==> src/rtl/power3_result_buffer.sv <==
// Result buffer behind the free-running cube pipeline: tags accepted samples, captures their
// results into a first-word-fall-through FIFO and issues credits so no result is ever lost.
module power3_result_buffer #(
  parameter int unsigned WIDTH   = 8,
  parameter int unsigned LATENCY = 3,
  parameter int unsigned DEPTH   = 8
) (
  input  logic                     i_clk,
  input  logic                     i_arst_n,
  input  logic                     i_valid,
  output logic                     o_ready,
  input  logic [WIDTH-1:0]         i_xPower,
  output logic [WIDTH-1:0]         o_data,
  output logic                     o_valid,
  input  logic                     i_ready,
  output logic [$clog2(DEPTH):0]   o_count,
  output logic                     o_dropped
);

  localparam int unsigned AW = $clog2(DEPTH);
  localparam int unsigned CW = AW + 1;
  // Occupancy plus in-flight results can exceed DEPTH, so the sum gets one extra bit.
  localparam int unsigned SW = CW + 1;

  if (LATENCY < 1) begin : g_bad_latency
    $error("power3_result_buffer: LATENCY must be at least 1");
  end
  if ((DEPTH & (DEPTH - 1)) != 0) begin : g_bad_depth_pow2
    $error("power3_result_buffer: DEPTH must be a power of two");
  end
  if (DEPTH < LATENCY + 1) begin : g_bad_depth_min
    $error("power3_result_buffer: DEPTH must be at least LATENCY+1");
  end

  logic [LATENCY-1:0] tag_q, tag_d;
  logic [CW-1:0]      count_q, count_d;
  logic [AW-1:0]      wr_ptr_q, rd_ptr_q;
  logic [WIDTH-1:0]   mem_q [DEPTH];
  logic               dropped_q;

  logic               accept;
  logic               wr_en;
  logic               rd_en;
  logic [SW-1:0]      inflight;
  logic [SW-1:0]      occupancy;

  // Credits come from registered state only; a pop this cycle is not counted until next cycle.
  always_comb begin
    inflight = '0;
    for (int k = 0; k < int'(LATENCY); k++) begin
      inflight = inflight + SW'(tag_q[k]);
    end
    occupancy = SW'(count_q) + inflight;
    o_ready   = (occupancy < SW'(DEPTH));
  end

  always_comb begin
    accept  = i_valid & o_ready;
    wr_en   = tag_q[LATENCY-1];
    o_valid = (count_q != '0);
    rd_en   = o_valid & i_ready;
    count_d = count_q + CW'(wr_en) - CW'(rd_en);
  end

  always_comb begin
    tag_d    = '0;
    tag_d[0] = accept;
    for (int k = 1; k < int'(LATENCY); k++) begin
      tag_d[k] = tag_q[k-1];
    end
  end

  always_ff @(posedge i_clk or negedge i_arst_n) begin
    if (!i_arst_n) begin
      tag_q     <= '0;
      count_q   <= '0;
      wr_ptr_q  <= '0;
      rd_ptr_q  <= '0;
      dropped_q <= 1'b0;
    end else begin
      tag_q   <= tag_d;
      count_q <= count_d;
      if (wr_en) begin
        wr_ptr_q <= wr_ptr_q + 1'b1;
      end
      if (rd_en) begin
        rd_ptr_q <= rd_ptr_q + 1'b1;
      end
      // A sample offered without credit is neither tagged nor stored; remember it until reset.
      if (i_valid && !o_ready) begin
        dropped_q <= 1'b1;
      end
    end
  end

  // Storage needs no reset: entries are only observed once the count covers them.
  always_ff @(posedge i_clk) begin
    if (wr_en) begin
      mem_q[wr_ptr_q] <= i_xPower;
    end
  end

  always_comb begin
    o_data    = mem_q[rd_ptr_q];
    o_count   = count_q;
    o_dropped = dropped_q;
  end

endmodule

==> config.mk <==
export PLATFORM = sky130hd
export DESIGN_NAME = power3_result_buffer
export DESIGN_NICKNAME = d
export VERILOG_FILES = /design/src/rtl/power3_result_buffer.sv
export SDC_FILE = /design/constraint.sdc
export NUM_CORES = 1
export LEC_CHECK = 0
export BUFFER_PORTS_ARGS = -buffer_cell sky130_fd_sc_hd__buf_2
export CAP_MARGIN = 20
export CORE_AREA = 2 2 81 83
export CTS_CLUSTER_SIZE = 16
export DETAILED_ROUTE_END_ITERATION = 10
export DIE_AREA = 0 0 83 85
export PLACE_DENSITY_LB_ADDON = 0.05
export SLEW_MARGIN = 20
export SYNTH_ARGS = -nofsm -noshare
export SYNTH_HDL_FRONTEND = slang
export SYNTH_SLANG_ARGS = --single-unit
==> constraint.sdc <==
create_clock -name i_clk -period 6.01 [get_ports i_clk]
set_input_delay 1.202 -clock i_clk [delete_from_list [all_inputs] [get_ports i_clk]]
set_output_delay 1.202 -clock i_clk [all_outputs]
set_load 0.005 [all_outputs]
Yosys cells after proc, flatten, opt, wreduce, memory -nomap -nowiden
Memories as Yosys holds them, arrays and structs flattened.
Index checks and enable logic that the tools add are counted.
- order comparisons: 1
- bitwise logic cells: 2
- reductions and logical operators: 3
- add/sub/neg operators: 7
- muxes and demuxes: 2
- operator list (cell ; count):
    adder 3 x 1 -> 3 bit, second input constant ; 2
    adder 4 x 3 -> 5 bit ; 1
    less-than comparator 5 x 4 -> 1 bit, second input constant ; 1
    adder 4 x 1 -> 4 bit ; 1
    nonzero test 4 bit ; 1
    subtractor 4 x 1 -> 4 bit ; 1
    adder 2 x 1 -> 3 bit ; 1
    adder 1 x 1 -> 2 bit ; 1
    bitwise AND 1 bit ; 2
    2-to-1 mux 1 bit ; 2
    logical AND 1 bit ; 1
    logical NOT 1 bit ; 1
- bits in writable memories: 64
- memories: 1
- output and inout bits: 15
- input port bits: 12
- register bits after elaboration: 14
- memories (name ; depth ; width ; rd ports ; clocked after memory_dff ; wr ports ; line ; source):
    mem_q ; 8 ; 8 ; 1 ; 0 ; 1 ; 38 ; logic [WIDTH-1:0] mem_q [DEPTH];

Logic depth before layout (Yosys ltp)
- word-level depth: 6
- gate-level depth with buffers: 11

Worst setup path before layout
OpenSTA, ideal clock, no wires.
- kind: flip-flop to output port
- start point: register count_q[0] (netlist: o_count[0])
- end point: output o_ready
- arrival: 1.703 ns
- slack: 3.105 ns
- stages on the path, launching flop included: 6
- cell sequence: dfrtp_1 > fa_1 > ha_1 > a31oi_1 > or4_1 > nand2_1
- word-level cells in the longest chain between the ends: 2
- RTL lines (what ; line ; source):
    start: declaration ; 36 ; logic [CW-1:0] count_q, count_d;
    start signal: assignment ; 82 ; count_q <= count_d;
    adder 4 x 3 -> 5 bit ; 53 ; occupancy = SW'(count_q) + inflight;
    less-than comparator 5 x 4 -> 1 bit ; 54 ; o_ready = (occupancy < SW'(DEPTH));
    end: declaration ; 11 ; output logic o_ready,
No other way between the ends.

Final worst setup path
- start point: register rd_ptr_q[0]
- end point: output o_data[7]
- word-level cells in the longest chain between the ends: 1
- RTL lines (what ; line ; source):
    start: declaration ; 37 ; logic [AW-1:0] wr_ptr_q, rd_ptr_q;
    start signal: assignment ; 87 ; rd_ptr_q <= rd_ptr_q + 1'b1;
    memory (8 x 8 bit) ; - ;
    end: declaration ; 13 ; output logic [WIDTH-1:0] o_data,
No other way between the ends.

==> results.toml <==
[routing]
initial_drc_count = 46
antenna_violating_nets_post_route = 0
wirelength_um = 5390
vias = 1516
remaining_drc_errors = 0
vias_per_cell = 5.55
firstDrtPassIters = 4
wl_per_cell_um = 19.7

[final_layout]
drive_gt1_frac = 0.276
syn2layout_area_growth_pct = 11.9
fin_nets = 214
final_cell_mix = "64 x sky130_fd_sc_hd__edfxtp_1, 26 x sky130_fd_sc_hd__buf_2, 16 x sky130_fd_sc_hd__mux4_1"
antenna-diode-count = 0
layoutNonFillerInstCount = 273
mostFrequentLayoutCell = "sky130_fd_sc_hd__edfxtp_1"

[status]
run_status = "finished clean"

[sta]
tightest_slew_margin_relative_to_the_limit = 0.316
post-route-min-period_ns = 3.55
maxSlewViolCount = 0
setup-violations-final = 0
timing_worst_slew_pin_value_ns = 1.02
report.final.hold_viol_count = 0
rsz0062_at_grt = "no"
max_freq_mhz = 282
finalCritPeriodShare = 0.591
totalNegativeSetupSlack_ns = 0
finClkSkew_ns = 0.0103

[synth]
synth.ff_latch_count = 78
synthesis_warning_total = 0
synthesis.area_per_instance_um2 = 20.2
syn-num-nets = 182
synthesis.instances = 159
synth_area_um2 = 3220
seq_area_frac_synth = 0.707
synth_cell_types = 27

[place]
placedCellCount = 257
place.gp.congestion = 0.736
port_buffers = 26
post-dp-hpwl_um = 3340

[worst_setup_path]
setup.worst_path.class = "reg -> out"
category_of_the_worst_setup_path_capture_point = "output port"
critPathRequiredTime_ns = 4.81
critical_path_arrival_ns = 2.35
startpoint_class = "flop"
critical-path-max-stage-delay_ns = 0.95
crit_path_start = "rd_ptr_q[0]$_DFFE_PN0P_"
critical_path.reg2reg.startpoint = "o_count[2]$_DFF_PN0_"
cp_max_fo = 18
cp_cell_sequence = "mux4_1 > mux2_2 > buf_2"
critPathSlowestCell = "sky130_fd_sc_hd__dfrtp_1"

[grt]
grt_use_total = 0.166
grt_pass1_wl_um = 8450
antenna_found_initial = 0
grt_remaining_overflow = 0
via_count_of_the_first_global_routing_pass = 1567
pin_count_of_the_biggest_net_entering_global_routing = 19

[floorplan]
die_w_um = 83
ioPinCount = 27
initial_core_util = 0.518
core-area_um2 = 6200
die_area_um2 = 7060
placement_rows = 29
chipHeight_um = 85

[cts]
postCtsResizedCells = 0
htreeDepth = 3
clkSlewWorstSetupHoldPaths_ns = 0.07
ctsRootBufferMaster = "sky130_fd_sc_hd__clkbuf_8"
cts-buffers-inserted = 9
cts.sink_count = 78
clock_tree.buffer_depth = 2
cts_tree = "done"
clk-insertion-delay-late_ns = 0.34
postCtsSetupBuffers = 0
cts_hold_buffers = 0

[pwr]
power_density_nw_per_um2 = 454
worst_ir_drop_vdd_uv = 273
leakage_nw = 1.33

[flow_run]
timing.max_cap.violations = 0

[worst_hold_path]
holdCritStartpoint = "tag_q[1]$_DFF_PN0_"
hold_path.class = "reg -> reg"
[cell type report]
type                       instances  area (um^2)
tap                               77         96.3
sequential                        78         2270
clock inverter                     5         60.1
inverter                           7         26.3
timing repair buffer              26          130
clock buffer                      11          131
multi-input combinational         69          883
fill                             471         2610
[cells in the mapped netlist, drive strengths merged]
cell | number | area share
a21o | 1 | 0.0023
xnor2 | 3 | 0.0082
nand2b | 3 | 0.0058
xor2 | 3 | 0.0082
mux2 | 10 | 0.035
a21boi | 1 | 0.0023
or4 | 1 | 0.0023
edfxtp | 64 | 0.60
or3b | 1 | 0.0027
mux4 | 16 | 0.13
buf | 4 | 0.012
o21ai | 1 | 0.0016
nand2 | 5 | 0.0058
ha | 9 | 0.035
nor2 | 7 | 0.0082
fa | 2 | 0.012
nand3 | 1 | 0.0016
a21oi | 1 | 0.0016
dfrtp | 14 | 0.11
inv | 7 | 0.0082
a31o | 1 | 0.0027
a31oi | 1 | 0.0019
clkbuf | 1 | 0.0012
nor3 | 2 | 0.0031
[worst max-delay path, delay by kind of cell (launching register included)]
kind | cells | cell delay [ns]
buffers and inverters | 1 | 0.12
muxes | 2 | 0.95
DFF | 1 | 0.95
[layer usage]
layer  part of all wire  GRT usage  up-vias  routed length (um)
li1                   -          -      704                   -
met1               0.45      0.221      774                2410
met2               0.50      0.264       28                2680
met4              0.021     0.0820        0                 114
met5                  0          0        -                   0
met3              0.033     0.0360       10                 180
[stage by stage]
step / util / instance area, um^2 / hold slack, ns / total power [mW] / worst slack (ns)
after detailed placement: 0.549 / 3410 / 0.387 / 1.28 / 2.80
final: 0.580 / 3600 / 0.400 / 1.63 / 2.46
after floorplan: - / 3220 / 0.355 / 1.13 / 3.11
after global routing: 0.580 / 3600 / 0.421 / 1.74 / 2.36
after global placement: 0.549 / 3410 / 0.365 / 1.25 / 2.83
after CTS: 0.580 / 3600 / 0.406 / 1.66 / 2.43
[path summary, 6_finish.rpt]
kind	endpoint	slack, ns	cells after the start
worst max-delay path	o_data[7]	2.46	3
worst min-delay path	tag_q[2]$_DFF_PN0_	0.40	0
worst max register to register	o_count[2]$_DFF_PN0_	3.47	10
worst min register to register	tag_q[2]$_DFF_PN0_	0.40	0
max in group asynchronous	wr_ptr_q[1]$_DFFE_PN0P_	5.01	1
min in group asynchronous	o_count[2]$_DFF_PN0_	0.75	1
[where the power goes]
part / switching, mW / internal [mW]
Clock: 0.181 / 0.193
Sequential: 0.120 / 0.682
Combinational: 0.191 / 0.266
[cells by family after synthesis]
logic type,share of synthesized area
and+or+nand+nor,0.0296
adders and majority gates,0.0475
DFF,0.707
buffers and inverters,0.0218
muxes,0.166
xor gates and xnor gates,0.0163
AOI/OAI and AO/OA,0.0125
[sequential cells by signal, indices dropped and copies added, names as in the netlist]
signal / count
o_count: 4
o_dropped: 1
wr_ptr_q: 3
tag_q: 3
mem_q: 64
rd_ptr_q: 3
Power figures use the tool's default switching activity.
